## src/rtl/uart_pkg.sv

```systemverilog
// Shared UART definitions: frame width, FSM state encoding and bit-period helper.
// The receiver imports this package as well.
package uart_pkg;

  localparam int unsigned DATA_BITS = 8;

  typedef enum logic [1:0] {
    StIdle,
    StStart,
    StData,
    StStop
  } uart_state_e;

  // Clocks per bit, never below 1 so a baud rate above the clock still yields a legal counter.
  function automatic int unsigned cycles_per_bit(input int unsigned clock_freq,
                                                 input int unsigned baud_rate);
    int unsigned cpb;
    cpb = (baud_rate == 0) ? 1 : clock_freq / baud_rate;
    return (cpb < 1) ? 1 : cpb;
  endfunction

endpackage

```

## src/rtl/uart_tx_fifo.sv

```systemverilog
// Small FIFO with first-word-fall-through head; pointers carry an extra wrap bit
// to tell full from empty.
module uart_tx_fifo #(
  parameter int unsigned WIDTH = 8,
  parameter int unsigned DEPTH = 4
) (
  input  logic             clk,
  input  logic             rst,
  input  logic             push,
  input  logic [WIDTH-1:0] wdata,
  input  logic             pop,
  output logic             full,
  output logic             empty,
  output logic [WIDTH-1:0] head
);

  localparam int unsigned AW = (DEPTH > 1) ? $clog2(DEPTH) : 1;

  logic [AW:0]      wptr_q, wptr_d;
  logic [AW:0]      rptr_q, rptr_d;
  logic [WIDTH-1:0] mem_q [DEPTH];
  logic             push_ok, pop_ok;

  assign empty   = (wptr_q == rptr_q);
  assign full    = (wptr_q[AW] != rptr_q[AW]) && (wptr_q[AW-1:0] == rptr_q[AW-1:0]);
  // A full FIFO refuses a push even when a pop happens on the same edge.
  assign push_ok = push && !full;
  assign pop_ok  = pop && !empty;
  assign head    = mem_q[rptr_q[AW-1:0]];

  always_comb begin
    wptr_d = wptr_q;
    rptr_d = rptr_q;
    if (push_ok) wptr_d = wptr_q + {{AW{1'b0}}, 1'b1};
    if (pop_ok)  rptr_d = rptr_q + {{AW{1'b0}}, 1'b1};
  end

  always_ff @(posedge clk or posedge rst) begin
    if (rst) begin
      wptr_q <= '0;
      rptr_q <= '0;
    end else begin
      wptr_q <= wptr_d;
      rptr_q <= rptr_d;
    end
  end

  always_ff @(posedge clk) begin
    if (push_ok) mem_q[wptr_q[AW-1:0]] <= wdata;
  end

endmodule

```

## src/rtl/uart_transmitter.sv

```systemverilog
// Buffered 8N1/8N2 UART transmitter: FIFO feeds a start/data/stop FSM driving a registered tx.
// Back-to-back frames are issued with no idle gap.
module uart_transmitter
  import uart_pkg::*;
#(
  parameter int unsigned CLOCK_FREQ = 100,
  parameter int unsigned BAUD_RATE  = 100,
  parameter int unsigned STOP_BITS  = 1,
  parameter int unsigned FIFO_DEPTH = 4
) (
  input  logic       clk,
  input  logic       rst,
  input  logic [7:0] in_data,
  input  logic       in_valid,
  output logic       in_ready,
  output logic       tx,
  output logic       busy
);

  localparam int unsigned CPB  = cycles_per_bit(CLOCK_FREQ, BAUD_RATE);
  localparam int unsigned CntW = (CPB > 1) ? $clog2(CPB) : 1;
  localparam logic [CntW-1:0] CntMax = CntW'(CPB - 1);
  localparam logic StopMax = 1'(STOP_BITS - 1);

  uart_state_e          state_q, state_d;
  logic [DATA_BITS-1:0] shift_q, shift_d;
  logic [CntW-1:0]      cnt_q, cnt_d;
  logic [2:0]           idx_q, idx_d;
  logic                 stop_q, stop_d;
  logic                 tx_q, tx_d;
  logic                 full, empty, pop, bit_end;
  logic [DATA_BITS-1:0] head;

  uart_tx_fifo #(
    .WIDTH(DATA_BITS),
    .DEPTH(FIFO_DEPTH)
  ) u_fifo (
    .clk  (clk),
    .rst  (rst),
    .push (in_valid && in_ready),
    .wdata(in_data),
    .pop  (pop),
    .full (full),
    .empty(empty),
    .head (head)
  );

  assign in_ready = !full && !rst;
  assign busy     = (state_q != StIdle) || !empty;
  assign tx       = tx_q;
  assign bit_end  = (cnt_q == CntMax);

  always_comb begin
    state_d = state_q;
    shift_d = shift_q;
    cnt_d   = cnt_q;
    idx_d   = idx_q;
    stop_d  = stop_q;
    pop     = 1'b0;
    if (state_q != StIdle) cnt_d = bit_end ? '0 : cnt_q + CntW'(1);
    unique case (state_q)
      StIdle: begin
        if (!empty) begin
          pop     = 1'b1;
          shift_d = head;
          cnt_d   = '0;
          state_d = StStart;
        end
      end
      StStart: begin
        if (bit_end) begin
          idx_d   = '0;
          state_d = StData;
        end
      end
      StData: begin
        if (bit_end) begin
          shift_d = {1'b0, shift_q[DATA_BITS-1:1]};
          idx_d   = idx_q + 3'd1;
          if (idx_q == 3'(DATA_BITS - 1)) begin
            stop_d  = 1'b0;
            state_d = StStop;
          end
        end
      end
      StStop: begin
        if (bit_end) begin
          if (stop_q == StopMax) begin
            stop_d = 1'b0;
            // Chain straight into the next start bit when more data is queued.
            if (!empty) begin
              pop     = 1'b1;
              shift_d = head;
              state_d = StStart;
            end else begin
              state_d = StIdle;
            end
          end else begin
            stop_d = 1'b1;
          end
        end
      end
      default: state_d = StIdle;
    endcase

    // tx is registered, so it is derived from the state being entered.
    case (state_d)
      StStart: tx_d = 1'b0;
      StData:  tx_d = shift_d[0];
      default: tx_d = 1'b1;
    endcase
  end

  always_ff @(posedge clk or posedge rst) begin
    if (rst) begin
      state_q <= StIdle;
      shift_q <= '0;
      cnt_q   <= '0;
      idx_q   <= '0;
      stop_q  <= 1'b0;
      tx_q    <= 1'b1;
    end else begin
      state_q <= state_d;
      shift_q <= shift_d;
      cnt_q   <= cnt_d;
      idx_q   <= idx_d;
      stop_q  <= stop_d;
      tx_q    <= tx_d;
    end
  end

endmodule

```

## config.mk

```make
export PLATFORM = sky130hd
export DESIGN_NAME = uart_transmitter
export DESIGN_NICKNAME = d
export VERILOG_FILES = /design/src/rtl/uart_pkg.sv /design/src/rtl/uart_tx_fifo.sv /design/src/rtl/uart_transmitter.sv
export SDC_FILE = /design/constraint.sdc
export NUM_CORES = 1
export LEC_CHECK = 0
export ABC_AREA = 1
export CORE_MARGIN = 8
export CORE_UTILIZATION = 30
export DETAILED_ROUTE_END_ITERATION = 12
export PLACE_DENSITY_LB_ADDON = 0.1
export SETUP_SLACK_MARGIN = 0.02
export SKIP_LAST_GASP = 1
export SYNTH_ARGS = -nofsm -noshare
export SYNTH_HDL_FRONTEND = slang
export SYNTH_HIERARCHICAL = 1
export SYNTH_SLANG_ARGS = --single-unit
```

## constraint.sdc

```tcl
create_clock -name clk -period 2.9 [get_ports clk]
set_input_delay 0.58 -clock clk [delete_from_list [all_inputs] [get_ports clk]]
set_output_delay 0.58 -clock clk [all_outputs]
set_load 0.03 [all_outputs]
```

# Word level (Yosys, flattened, before mapping)
# Memories as Yosys holds them, arrays and structs flattened.
# Index checks and enable logic that the tools add are counted.
dict set report totals {
  mem_count 1
  out_inout_bits 3
  regBits 22
  wordCells 77
  input_bits 11
  ramBits 32
}
dict set report classes {
  reduce_logical 17
  addsub 4
  n_eq_ne 14
  n_mux 32
}
# name depth width rd rd_ports_with_merged_regs write_ports line_no
set mem_list {}
lappend mem_list {u_fifo.mem_q 4 8 1 0 1 uart_tx_fifo.sv:21} ;# logic [WIDTH-1:0] mem_q [DEPTH];
# operator count
set op_table {}
lappend op_table {{two-way mux 8 bit} 4}
lappend op_table {{one-hot mux 8 bit (3 select lines)} 1}
lappend op_table {{two-way mux 1 bit} 14}
lappend op_table {{two-way mux 2 bit} 6}
lappend op_table {{inequality test 2 bit (second input constant)} 5}
lappend op_table {{adder 3 x 1 -> 3 bit (second input constant)} 3}
lappend op_table {{one-hot mux 2 bit (4 select lines)} 1}
lappend op_table {{AND reduction 4 bit} 2}
lappend op_table {{equality test 2 bit (second input constant)} 3}
lappend op_table {{two-way mux 3 bit} 2}
lappend op_table {{one-hot mux 1 bit (2 select lines)} 3}
lappend op_table {{one-hot mux 3 bit (2 select lines)} 1}
lappend op_table {{nonzero test 2 bit} 3}
lappend op_table {{logical AND 1 bit} 5}
lappend op_table {{equality test 2 x 1 -> 1 bit (second input constant)} 2}
lappend op_table {{equality test 3 bit} 1}
lappend op_table {{equality test 3 bit (second input constant)} 1}
lappend op_table {{logical NOT 1 bit} 3}
lappend op_table {{AND reduction 3 bit} 1}
lappend op_table {{nonzero test 3 bit} 1}
lappend op_table {{equality test 2 bit} 1}
lappend op_table {{logical NOT 2 bit} 1}
lappend op_table {{adder 1 bit (second input constant)} 1}
lappend op_table {{logical OR 1 bit} 1}
lappend op_table {{inequality test 1 bit} 1}

# Logic depth before layout (Yosys ltp)
dict set report depth {
  word_depth 8
  ltp_mapped 14
  ltp_nobuf 13
}

# Hierarchy
# Netlist, hierarchy kept.
# module instances area_per_inst_um2 cells_each seq_area_each_um2
set by_module_without_submodules {}
lappend by_module_without_submodules {uart_tx_fifo 1 1662.8 139 1111.1}
lappend by_module_without_submodules {uart_transmitter 1 1027.2 140 376.6}

# Least setup slack after synthesis
# OpenSTA, ideal clock, no wires.
dict set report synth_path {
  path_type {register -> register}
  startpoint {reg u_fifo.rptr_q[1]}
  endpoint {mem u_fifo.mem_q[0][0] (enable)}
  path_slack_ns 0.750
  arrival_ns 1.779
  path_stages_with_launch 9
  n_path_buf 1
  t_required_ns 2.529
  synth_period_minus_slack_ns 2.150
  setup_time_ns 0.371
  cell_sequence {dfrtp_1 buf_6 nand2_1 nand2_2 nand3_4 inv_1 nor3b_1 nand2_4 nor2_1}
}
dict set report synth_between {
  elab_chain_cells 8
}
# item line_no
set synth_rtl {}
lappend synth_rtl {{start, declared} uart_tx_fifo.sv:20} ;# logic [AW:0] rptr_q, rptr_d;
lappend synth_rtl {{start signal, assigned} uart_tx_fifo.sv:44} ;# rptr_q <= rptr_d;
lappend synth_rtl {{equality test 2 bit (*)} uart_tx_fifo.sv:25} ;# assign full = (wptr_q[AW] != rptr_q[AW]) && (wptr_q[AW-1:0] == rptr_q[AW-1:0]);
lappend synth_rtl {{logical AND 1 bit (*)} uart_tx_fifo.sv:25}
lappend synth_rtl {{via full} uart_transmitter.sv:31} ;# logic full, empty, pop, bit_end;
lappend synth_rtl {{logical NOT 1 bit (*)} {uart_tx_fifo.sv:27, uart_transmitter.sv:48}}
lappend synth_rtl {{logical AND 1 bit} uart_transmitter.sv:48} ;# assign in_ready = !full && !rst;
lappend synth_rtl {{logical AND 1 bit} uart_transmitter.sv:40} ;# .push (in_valid && in_ready),
lappend synth_rtl {{logical AND 1 bit (*)} uart_tx_fifo.sv:27} ;# assign push_ok = push && !full;
lappend synth_rtl {{two-way mux 1 bit (*)} uart_tx_fifo.sv:49} ;# if (push_ok) mem_q[wptr_q[AW-1:0]] <= wdata;
lappend synth_rtl {{two-way mux 1 bit (not written as such) (*)} uart_tx_fifo.sv:49}
lappend synth_rtl {{end, declared} uart_tx_fifo.sv:21}
# The timed path passes the listed nets; every way through them passes the cells marked *.

# Worst setup path in the final report
dict set report layout_path {
  startpoint {reg u_fifo.rptr_q[1]}
  endpoint {out busy}
}
dict set report layout_between {
  elab_chain_cells 3
}
# item line_no
set layout_rtl {}
lappend layout_rtl {{equality test 3 bit} uart_tx_fifo.sv:24} ;# assign empty = (wptr_q == rptr_q);
lappend layout_rtl {{via empty} uart_transmitter.sv:31}
lappend layout_rtl {{logical NOT 1 bit} uart_transmitter.sv:49} ;# assign busy = (state_q != StIdle) || !empty;
lappend layout_rtl {{logical OR 1 bit} uart_transmitter.sv:49}
lappend layout_rtl {{end, declared} uart_transmitter.sv:17} ;# output logic busy
# The timed path passes the listed nets, and every way through them passes these cells.

==> results.json <==
{
  "status": "finished, final reports clean",
  "rr_worst_depth": 11,
  "synth_area_leaders": "edfxtp_1, dfrtp_1, nand2_1, o21ai_0, ha_1",
  "layout_min_cycle_time_ps": 2658,
  "dr.first_iter.drc_count": 66,
  "numPortBuffers": 13,
  "cp.depth": 7,
  "yosysWarnings": 6,
  "skew_ps": 6.354,
  "crit_buf_inv": 3,
  "met3_usage": 0.02868,
  "crit_type": "flop to primary output",
  "cp_max_fo": 7,
  "yosys.area.top_type": "edfxtp_1",
  "syn_area_mm2": 0.002690,
  "cts_made_buffers": 5,
  "synth_top_area_frac": 0.3572,
  "grt_pass1_wl_um": 9466,
  "core_area_mm2": 0.008721,
  "hpwl_um": 3909,
  "holdPathStages": 2,
  "overflow": 0,
  "grt_max_degree": 20,
  "vias": 1828,
  "place.gp.congestion": 0.7311,
  "postCtsHoldBufs": 0,
  "rsz0062_at_grt": "no",
  "worstPathCellList": "buf_4 > nand2_1 > nand2_2 > nand3_2 > inv_1 > nand2_1 > clkdlybuf4s50_1",
  "ys_seq_area_frac": 0.5530,
  "start_util": 0.3085,
  "cp_slowest_stage_delay_ps": 680,
  "period_share": 0.9165,
  "startpoint": "u_fifo/rptr_q[1]",
  "cts_root_buf": "clkbuf_8",
  "cpLargestDelayFamily": "buffers and inverters",
  "nFillCells": 913,
  "grt_use_total": 0.09484,
  "met2_usage": 0.1522,
  "slowest_stage": "clkdlybuf4s50_1",
  "dieArea_mm2": 0.01225,
  "cp.arrival_ps": 2080,
  "area_delta_synth_final_pct": 13.12,
  "cts_buffer_depth": 2,
  "cts_tree": "done",
  "synth_seq_cells": 53,
  "worstHoldStart": "shift_q[0]",
  "wl_um": 5600,
  "drc": 0,
  "fin_nets": 322,
  "intPower_w": 0.001727,
  "p_total_w": 0.003126,
  "combPwrFrac": 0.495,
  "rows": 34,
  "insertion_delay_ps": 320,
  "p_clk_frac": 0.147,
  "p_per_area_mw_per_mm2": 1027,
  "ir_worst_vdd_v": 0.0003391,
  "clk_pin_slew_ps": 100,
  "drt_pass1_iterations": 4,
  "clock_sinks": 53,
  "grt_pass1_vias": 1887,
  "slew_viol_final": 0,
  "wl_per_cell_um": 13.73,
  "die_height_um": 110.7,
  "cp_data_required_time_ps": 2320,
  "fin_setup_tns_ps": 0,
  "tightest_slew_ps": 694.1,
  "antenna_found_initial": 0,
  "fp.dieW_um": 110.7,
  "cts_resized": 0,
  "reg2reg_from": "u_fifo/rptr_q[1]",
  "ios": 14,
  "start_kind": "flop",
  "crit_path_end_kind": "primary output",
  "p_sw_w": 0.001399,
  "post-cts-setup-buffer-count": 0,
  "synth_nets": 302,
  "syn_avg_cell_area_um2": 9.642,
  "hold_class": "flop to flop",
  "detail-route-antenna-nets": 0,
  "grt_busiest_layer": "met2",
  "fmax_ghz": 0.3763,
  "maxCapViolCount": 0,
  "p_leak_nw": 1.321,
  "setup_violations": 0,
  "maxSlewHeadroom": 0.5367,
  "drive_gt1_frac": 0.1133,
  "synth.distinct_cells": 28,
  "use_met1": 0.1206,
  "worst_path_most_repeated_cell": "nand2_1",
  "synthCells": 279,
  "hold_viol": 0,
  "via_per_inst": 4.480,
  "sw_frac_of_total": 0.4474,
  "h-tree-depth": 2,
  "num_antenna_cells": 0,
  "seqPwrFrac": 0.357
}
## cell type report
cell class,instances,area [µm²],area share
flip-flops and latches,53,1488,0.4889
multi-input cells,181,992.2,0.3261
repair buffers,20,182.7,0.06003
inverters,38,147.6,0.04852
well taps,108,135.1,0.04441
clock buffers,5,68.82,0.02262
clock inverters,3,28.78,0.009457
## per-stage QoR
stage | util | cells | instance area [µm²] | setup slack (ps) | hold WS [ps]
after floorplan | - | 279 | 2690 | 750.0 | 371.0
after global placement | 0.3377 | 400 | 2945 | 492.3 | 477.0
after detailed placement | 0.3377 | 400 | 2945 | 483.6 | 472.0
after CTS | 0.3489 | 408 | 3043 | 186.9 | 497.1
after global routing | 0.3489 | 408 | 3043 | 92.28 | 529.0
final | 0.3489 | 408 | 3043 | 242.2 | 486.6
## synth_stat cells (all sizes together)
cell type / instances
xor2: 1
nand2: 68
a21oi: 6
edfxtp: 32
nor2: 29
o21ai: 34
nor3b: 2
nand3: 14
dfrtp: 20
inv: 38
buf: 7
o22ai: 11
dfstp: 1
o211ai: 3
ha: 12
xnor2: 1
## worst register-to-register path, cell delays in order, from the launching register on
cell and delay (ps):
dfrtp_1 480, buf_4 190, nand2_1 70, nand2_2 80
nand3_4 120, inv_1 60, nor3b_1 180, buf_4 170
nand2_1 50, inv_1 60, nand2_1 70, inv_1 310
## power by group through the flow
stage                     registers, W  clock network [W]  logic (W)
after global placement         0.00114                  0    0.00157
after global routing           0.00114           0.000516    0.00180
after CTS                      0.00112           0.000491    0.00158
after floorplan                0.00111                  0    0.00123
final                          0.00112           0.000460    0.00155
after detailed placement       0.00113                  0    0.00157
## state kept, by name (all words and copies together) (netlist names)
register,flops
tx,1
state_q,2
cnt_q,1
idx_q,3
u_fifo/wptr_q,3
u_fifo/rptr_q,3
shift_q,8
u_fifo/mem_q,32
## worst paths after layout
path | endpoint | slack [ps]
max | busy | 240
min | shift_q[0] | 490
max reg2reg | u_fifo/mem_q[3][0] | 730
min reg2reg | shift_q[0] | 490
max in group asynchronous | shift_q[3] | 1720
min in group asynchronous | u_fifo/rptr_q[0] | 560
## cell families after synthesis
family          share of synthesized area
fa+ha+maj                         0.05581
simple gates                       0.1856
flops                              0.5530
buf+inv                           0.07814
xor+xnor                          0.01349
compound gates                     0.1140
## placed cells by master (no fill, tap or decap)
master	instances
nand2_1	60
inv_1	34
o21ai_0	32
edfxtp_1	32
nor2_1	28
dfrtp_1	20
clkdlybuf4s50_1	13
nand3_1	12
ha_1	12
o22ai_1	11
buf_4	7
nand2_2	6
a21oi_1	5
clkbuf_8	5
inv_2	3
o211ai_1	3
inv_6	2
nand2_4	2
nor3b_1	2
nor2_2	1
o21ai_2	1
a21oi_4	1
clkinv_4	1
inv_8	1
dfstp_2	1
xnor2_4	1
nand3_2	1
nand3_4	1
o21ai_1	1
xor2_1	1
## routing by layer
| layer | vias up | share of wire | wire, µm |
|---|---|---|---|
| met5 | - | 0 | 0 |
| met4 | 0 | 0.0082 | 46 |
| met3 | 4 | 0.034 | 192 |
| met2 | 22 | 0.47 | 2606 |
| met1 | 840 | 0.49 | 2754 |
| li1 | 962 | - | - |
Note: power is estimated with default switching activity, not from simulation.
